File: config.mk
export PLATFORM = sky130hd
export DESIGN_NAME = br_exec_unit
export DESIGN_NICKNAME = d
export VERILOG_FILES = /design/src/rtl/br_exec_unit.sv
export SDC_FILE = /design/constraint.sdc
export NUM_CORES = 1
export LEC_CHECK = 0
export ABC_AREA = 1
export CAP_MARGIN = 20
export CORE_AREA = 8 8 190 192
export CTS_BUF_LIST = sky130_fd_sc_hd__clkbuf_2
export CTS_CLUSTER_SIZE = 28
export DETAILED_ROUTE_END_ITERATION = 10
export DIE_AREA = 0 0 198 200
export PLACE_DENSITY = 0.76
export REMOVE_ABC_BUFFERS = 1
export SLEW_MARGIN = 20
export SYNTH_ARGS = -nofsm -noshare
export SYNTH_HDL_FRONTEND = slang
export SYNTH_SLANG_ARGS = --single-unit
File: constraint.sdc
create_clock -name clk -period 4.2 [get_ports clk]
set_clock_uncertainty 0.2 [all_clocks]
set_input_delay 0.84 -clock clk [delete_from_list [all_inputs] [get_ports clk]]
set_output_delay 0.84 -clock clk [all_outputs]
set_load 0.005 [all_outputs]
File: src/rtl/br_exec_unit.sv
// Branch/jump execution unit: resolves branch/JAL/JALR outcomes in E and holds
// the link result in W until the CDB arbiter grants it; mispredicts raise a redirect.
module br_exec_unit #(
    parameter int unsigned XLEN      = 32,
    parameter int unsigned PREG_BITS = 6,
    parameter int unsigned ROB_BITS  = 5
) (
    input  logic                 clk,
    input  logic                 rst,
    input  logic                 flush,
    input  logic                 in_valid,
    output logic                 br_is_ready,
    input  logic [2:0]           in_funct3,
    input  logic                 in_is_jal,
    input  logic                 in_is_jalr,
    input  logic [XLEN-1:0]      in_pc,
    input  logic [XLEN-1:0]      in_rs1_v,
    input  logic [XLEN-1:0]      in_rs2_v,
    input  logic [XLEN-1:0]      in_imm,
    input  logic [PREG_BITS-1:0] in_pd,
    input  logic [ROB_BITS-1:0]  in_rob_idx,
    input  logic                 in_pred_taken,
    input  logic [XLEN-1:0]      in_pred_target,
    output logic                 cdb_req,
    input  logic                 cdb_grant,
    output logic                 cdb_valid,
    output logic [PREG_BITS-1:0] cdb_pd,
    output logic [ROB_BITS-1:0]  cdb_rob_idx,
    output logic [XLEN-1:0]      cdb_data,
    output logic                 redirect_valid,
    output logic [XLEN-1:0]      redirect_pc,
    output logic [ROB_BITS-1:0]  redirect_rob_idx,
    output logic [31:0]          mispred_cnt
);

    localparam logic [2:0] F3_EQ  = 3'b000;
    localparam logic [2:0] F3_NE  = 3'b001;
    localparam logic [2:0] F3_LT  = 3'b100;
    localparam logic [2:0] F3_GE  = 3'b101;
    localparam logic [2:0] F3_LTU = 3'b110;
    localparam logic [2:0] F3_GEU = 3'b111;

    // E stage: operands captured from the reservation station
    logic                 e_valid;
    logic [2:0]           e_funct3;
    logic                 e_is_jal;
    logic                 e_is_jalr;
    logic [XLEN-1:0]      e_pc;
    logic [XLEN-1:0]      e_rs1_v;
    logic [XLEN-1:0]      e_rs2_v;
    logic [XLEN-1:0]      e_imm;
    logic [PREG_BITS-1:0] e_pd;
    logic [ROB_BITS-1:0]  e_rob_idx;
    logic                 e_pred_taken;
    logic [XLEN-1:0]      e_pred_target;

    // W stage: resolved result waiting for a CDB grant
    logic                 w_valid;
    logic [PREG_BITS-1:0] w_pd;
    logic [ROB_BITS-1:0]  w_rob_idx;
    logic [XLEN-1:0]      w_data;
    logic                 w_mispred;
    logic [XLEN-1:0]      w_next_pc;

    // Resolve results (combinational from E)
    logic                 e_jump;
    logic                 e_taken;
    logic [XLEN-1:0]      e_base;
    logic [XLEN-1:0]      e_target;
    logic [XLEN-1:0]      e_pc4;
    logic [XLEN-1:0]      e_link;
    logic [PREG_BITS-1:0] e_pd_res;
    logic [XLEN-1:0]      e_next_pc;
    logic                 e_mispred;

    logic e_adv;
    logic accept;

    always_comb begin
        e_jump    = e_is_jal | e_is_jalr;
        e_taken   = 1'b0;
        case (e_funct3)
            F3_EQ:   e_taken = (e_rs1_v == e_rs2_v);
            F3_NE:   e_taken = (e_rs1_v != e_rs2_v);
            F3_LT:   e_taken = ($signed(e_rs1_v) <  $signed(e_rs2_v));
            F3_GE:   e_taken = ($signed(e_rs1_v) >= $signed(e_rs2_v));
            F3_LTU:  e_taken = (e_rs1_v <  e_rs2_v);
            F3_GEU:  e_taken = (e_rs1_v >= e_rs2_v);
            default: e_taken = 1'b0;
        endcase
        if (e_jump) begin
            e_taken = 1'b1;
        end

        // JALR adds to rs1 and clears bit 0; JAL and branches are PC-relative
        e_base   = e_is_jalr ? e_rs1_v : e_pc;
        e_target = e_base + e_imm;
        if (e_is_jalr) begin
            e_target[0] = 1'b0;
        end

        e_pc4     = e_pc + XLEN'(4);
        e_link    = e_jump ? e_pc4 : '0;
        e_pd_res  = e_jump ? e_pd : '0;
        e_next_pc = e_taken ? e_target : e_pc4;
        e_mispred = (e_taken != e_pred_taken) | (e_taken & (e_target != e_pred_target));
    end

    assign cdb_req     = w_valid;
    assign e_adv       = ~w_valid | (cdb_req & cdb_grant);
    assign br_is_ready = ~e_valid | e_adv;
    assign accept      = in_valid & br_is_ready & ~flush;

    assign cdb_valid        = cdb_req & cdb_grant & ~flush;
    assign cdb_pd           = w_pd;
    assign cdb_rob_idx      = w_rob_idx;
    assign cdb_data         = w_data;
    assign redirect_valid   = cdb_valid & w_mispred;
    assign redirect_pc      = w_next_pc;
    assign redirect_rob_idx = w_rob_idx;

    // E stage register
    always_ff @(posedge clk or negedge rst) begin
        if (!rst) begin
            e_valid       <= 1'b0;
            e_funct3      <= '0;
            e_is_jal      <= 1'b0;
            e_is_jalr     <= 1'b0;
            e_pc          <= '0;
            e_rs1_v       <= '0;
            e_rs2_v       <= '0;
            e_imm         <= '0;
            e_pd          <= '0;
            e_rob_idx     <= '0;
            e_pred_taken  <= 1'b0;
            e_pred_target <= '0;
        end else if (flush) begin
            e_valid <= 1'b0;
        end else if (accept) begin
            e_valid       <= 1'b1;
            e_funct3      <= in_funct3;
            e_is_jal      <= in_is_jal;
            e_is_jalr     <= in_is_jalr;
            e_pc          <= in_pc;
            e_rs1_v       <= in_rs1_v;
            e_rs2_v       <= in_rs2_v;
            e_imm         <= in_imm;
            e_pd          <= in_pd;
            e_rob_idx     <= in_rob_idx;
            e_pred_taken  <= in_pred_taken;
            e_pred_target <= in_pred_target;
        end else if (e_valid && e_adv) begin
            e_valid <= 1'b0;
        end
    end

    // W stage register: reloads from E on advance, otherwise clears on grant
    always_ff @(posedge clk or negedge rst) begin
        if (!rst) begin
            w_valid   <= 1'b0;
            w_pd      <= '0;
            w_rob_idx <= '0;
            w_data    <= '0;
            w_mispred <= 1'b0;
            w_next_pc <= '0;
        end else if (flush) begin
            w_valid <= 1'b0;
        end else if (e_valid && e_adv) begin
            w_valid   <= 1'b1;
            w_pd      <= e_pd_res;
            w_rob_idx <= e_rob_idx;
            w_data    <= e_link;
            w_mispred <= e_mispred;
            w_next_pc <= e_next_pc;
        end else if (cdb_req && cdb_grant) begin
            w_valid <= 1'b0;
        end
    end

    // Saturating mispredict counter; survives flush
    always_ff @(posedge clk or negedge rst) begin
        if (!rst) begin
            mispred_cnt <= '0;
        end else if (redirect_valid && (mispred_cnt != 32'hFFFF_FFFF)) begin
            mispred_cnt <= mispred_cnt + 32'd1;
        end
    end

endmodule

==> metrics.yaml <==
wire_per_inst_um: 17.6
io-pin-count: 298
die_w_um: 198
slew_headroom_pct: 44.1
clk_path_buf_depth: 3
seq_power_share_pct: 38.3
tightest_slew_ps: 837
min-delay-start: "redirect_pc[25]"
grt_pass1_vias: 15100
first_pass_iters: 7
slowest_delay_ps: 560
holdWs_ps: 289
period_share_pct: 86.7
cts.clk_slew.worst_paths_ps: 100
r2r_end: "w_mispred"
synthCells: 2053
ys_ff_latch: 287
hold_end: "redirect_pc[25]"
fmax_mhz: 275
clkPwrFrac_pct: 21.7
syn-cell-area_um2: 16300
drc_errors: 0
via_per_inst: 5.17
ys_seq_area_share_pct: 44.1
switchingPower_w: 0.00370
grt_max_degree: 98
comb_power_share_pct: 40.1
rows: 67
htree_levels: 3
internal_power_w: 0.00576
finalSetupViolCount: 0
report.final.hold_viol_count: 0
path_cells: "buf_4, buf_4, o21ai_0, ha_1, nand2_1, nor2_1, inv_1, nor3_1, nand2_1, nand2_1, nand2_1, nand3_1, nand3_1, nor2_1, nand3_1, nor2_1, nand3_1, nand2_1, nand2_1"
cp_data_required_time_ps: 4770
dieArea_um2: 39600
critPathTopFamily: "simple AND/OR/NAND/NOR gates"
rsz0062_at_grt: "no"
die_y_um: 200
synth_area_leaders: "dfrtp_1, nand2_1, inv_1"
r2r_setup_slack_ps: 560
timing.setup.tns_ps: 0
synth_common_cells: "nand2_1, dfrtp_1, inv_1"
syn-mean-instance-area_um2: 7.93
initial_core_util_pct: 49.2
critPathCaptureType: "flop"
vdd.ir_drop.worst_v: 0.000217
area_growth_pct: 25.9
finish.net_count: 2630
crit_arrival_ps: 4210
synth-edff-count: 0
drv_slew: 0
gp_congestion: 0.901
hp-class: "flop to flop"
antenna_found_initial: 1
startpoint_type: "flop"
track_usage_pct: 25.7
cp_max_fo: 24
grt_pass1_wl_um: 80200
dpl.hpwl_um: 40000
leakagePower_nw: 10.3
grt-ovfl-total: 0
port_buffers: 297
drive_above_1_share_pct: 10.8
place_area_um2: 19800
clock_latency_ps: 900
fill_cells: 2900
cts-root-buf: "clkbuf_2"
r2r_start: "e_is_jalr"
finalWirelength_um: 50800
slowest_stage: "dfrtp_2"
power_density_nw_per_um2: 462
cts_tree: "done"
critPathKind: "flop to flop"
async_flop_share_pct: 100
ant_nets: 0
holdPathStages: 2
synth_top_area_share_pct: 44.1
fin_crit_ps: 3640
synth_ff_type: "dfrtp_1"
rr_worst_depth: 19
status: "finished clean"
cts_buffers: 76
yosysWarningCount: 0
initialDrtViolationCount: 845
synth_most_common_cell: "nand2_1"
core_area_um2: 33100
vias: 14900
dp_cells: 2751
worst_path_most_repeated_cell: "nand2_1"
power.share.switching_pct: 39.1
finalInstanceArea_um2: 20500
final_cells: 2886
cts.sinks: 287
synth_cell_types: 47
maxCapViolations: 0
yosysTopAreaCell: "dfrtp_1"
path_buf_inv: 3
worst register-to-register path, cell delays in order, from the launching register on:
cell     delay (ps)
dfrtp_2         560
buf_4           220
buf_4           240
o21ai_0         130
ha_1            440
nand2_1         150
nor2_1          230
inv_1           110
nor3_1          180
nand2_1         100
nand2_1          90
nand2_1          60
nand3_1         140
nand3_1         140
nor2_1          190
nand3_1          90
nor2_1          110
nand3_1          80
nand2_1          60
nand2_1          40
through the flow:
step / power, W / setup WS [ps] / util (%)
floorplan: 0.00579 / -3880 / -
global placement: 0.00736 / 452 / 59.7
detailed placement: 0.00745 / 433 / 59.7
CTS: 0.00952 / 424 / 61.9
global route: 0.0102 / 149 / 61.9
finish: 0.00946 / 557 / 61.9
worst max path at each step:
stage          startpoint         to  slack (ps)  depth (start not counted)
3_5_place_dp    e_is_jalr  w_mispred         430                         19
2_1_floorplan   cdb_grant   e_imm[0]       -3880                          4
5_1_grt         e_is_jalr  w_mispred         150                         19
4_1_cts         e_is_jalr  w_mispred         420                         19
3_3_place_gp    e_is_jalr  w_mispred         450                         19
6_report        e_is_jalr  w_mispred         560                         19
sequential cells by signal, indices dropped and copies added, names as in the netlist, 5 cells and up:
signal	count
cdb_data	32
e_pd	6
mispred_cnt	32
cdb_pd	6
cdb_rob_idx	5
redirect_pc	32
e_pred_target	32
e_rs1_v	32
e_imm	32
e_rob_idx	5
e_rs2_v	32
e_pc	32
final cells by class:
cell class                      count  area, um2  share of cell area, %
Antenna cell                        1       2.50                 0.0122
Clock buffer                      111        556                   2.71
Clock inverter                     22        166                  0.812
Inverter                          255        957                   4.67
Multi-Input combinational cell   1445       7850                   38.3
Sequential cell                   287       7180                   35.0
Tap cell                          448        561                   2.74
Timing Repair Buffer              317       3220                   15.7
kinds of logic after synthesis:
family | share of synthesized area (%)
simple gates | 25.7
buf+inv | 7.72
flops | 44.1
compound gates | 8.94
mux | 5.12
fa+ha+maj | 5.12
xor+xnor | 3.30
power by group through the flow:
stage                     clock, W  combinational (W)  sequential, W
final                      0.00205            0.00379        0.00362
after global routing       0.00224            0.00423        0.00368
after CTS                  0.00211            0.00379        0.00362
after detailed placement         0            0.00377        0.00368
after global placement           0            0.00371        0.00365
after floorplan                  0            0.00218        0.00361
placed cells by master, fill, tap and decap left out, types with 10 or more instances in the layout:
cell type / instances
dfrtp_1: 286
xnor2_1: 13
nand2_1: 542
o211ai_1: 13
mux2_2: 74
ha_1: 65
nand3_1: 135
o21ai_0: 73
o21ai_1: 23
clkdlybuf4s50_1: 296
xor2_1: 43
clkbuf_2: 111
nor2_1: 205
buf_4: 12
nand4_1: 22
inv_2: 10
inv_1: 244
nor3_1: 20
a21oi_1: 149
clkinv_1: 16
layer usage:
layer | vias up | track usage [%] | wire length, um
met4 | 0 | 7.80 | 1130
met2 | 474 | 41.1 | 23200
met5 | - | 0 | 0
li1 | 7304 | - | -
met3 | 92 | 4.91 | 3370
met1 | 7050 | 35.2 | 23100
timing repair:
action,CTS,global route
hold endpoints to repair,86,0
hold buffers,1,0
setup endpoints to repair,0,1
setup buffers,0,0
resized for setup,0,1
Note: power is estimated with default switching activity, not from simulation.
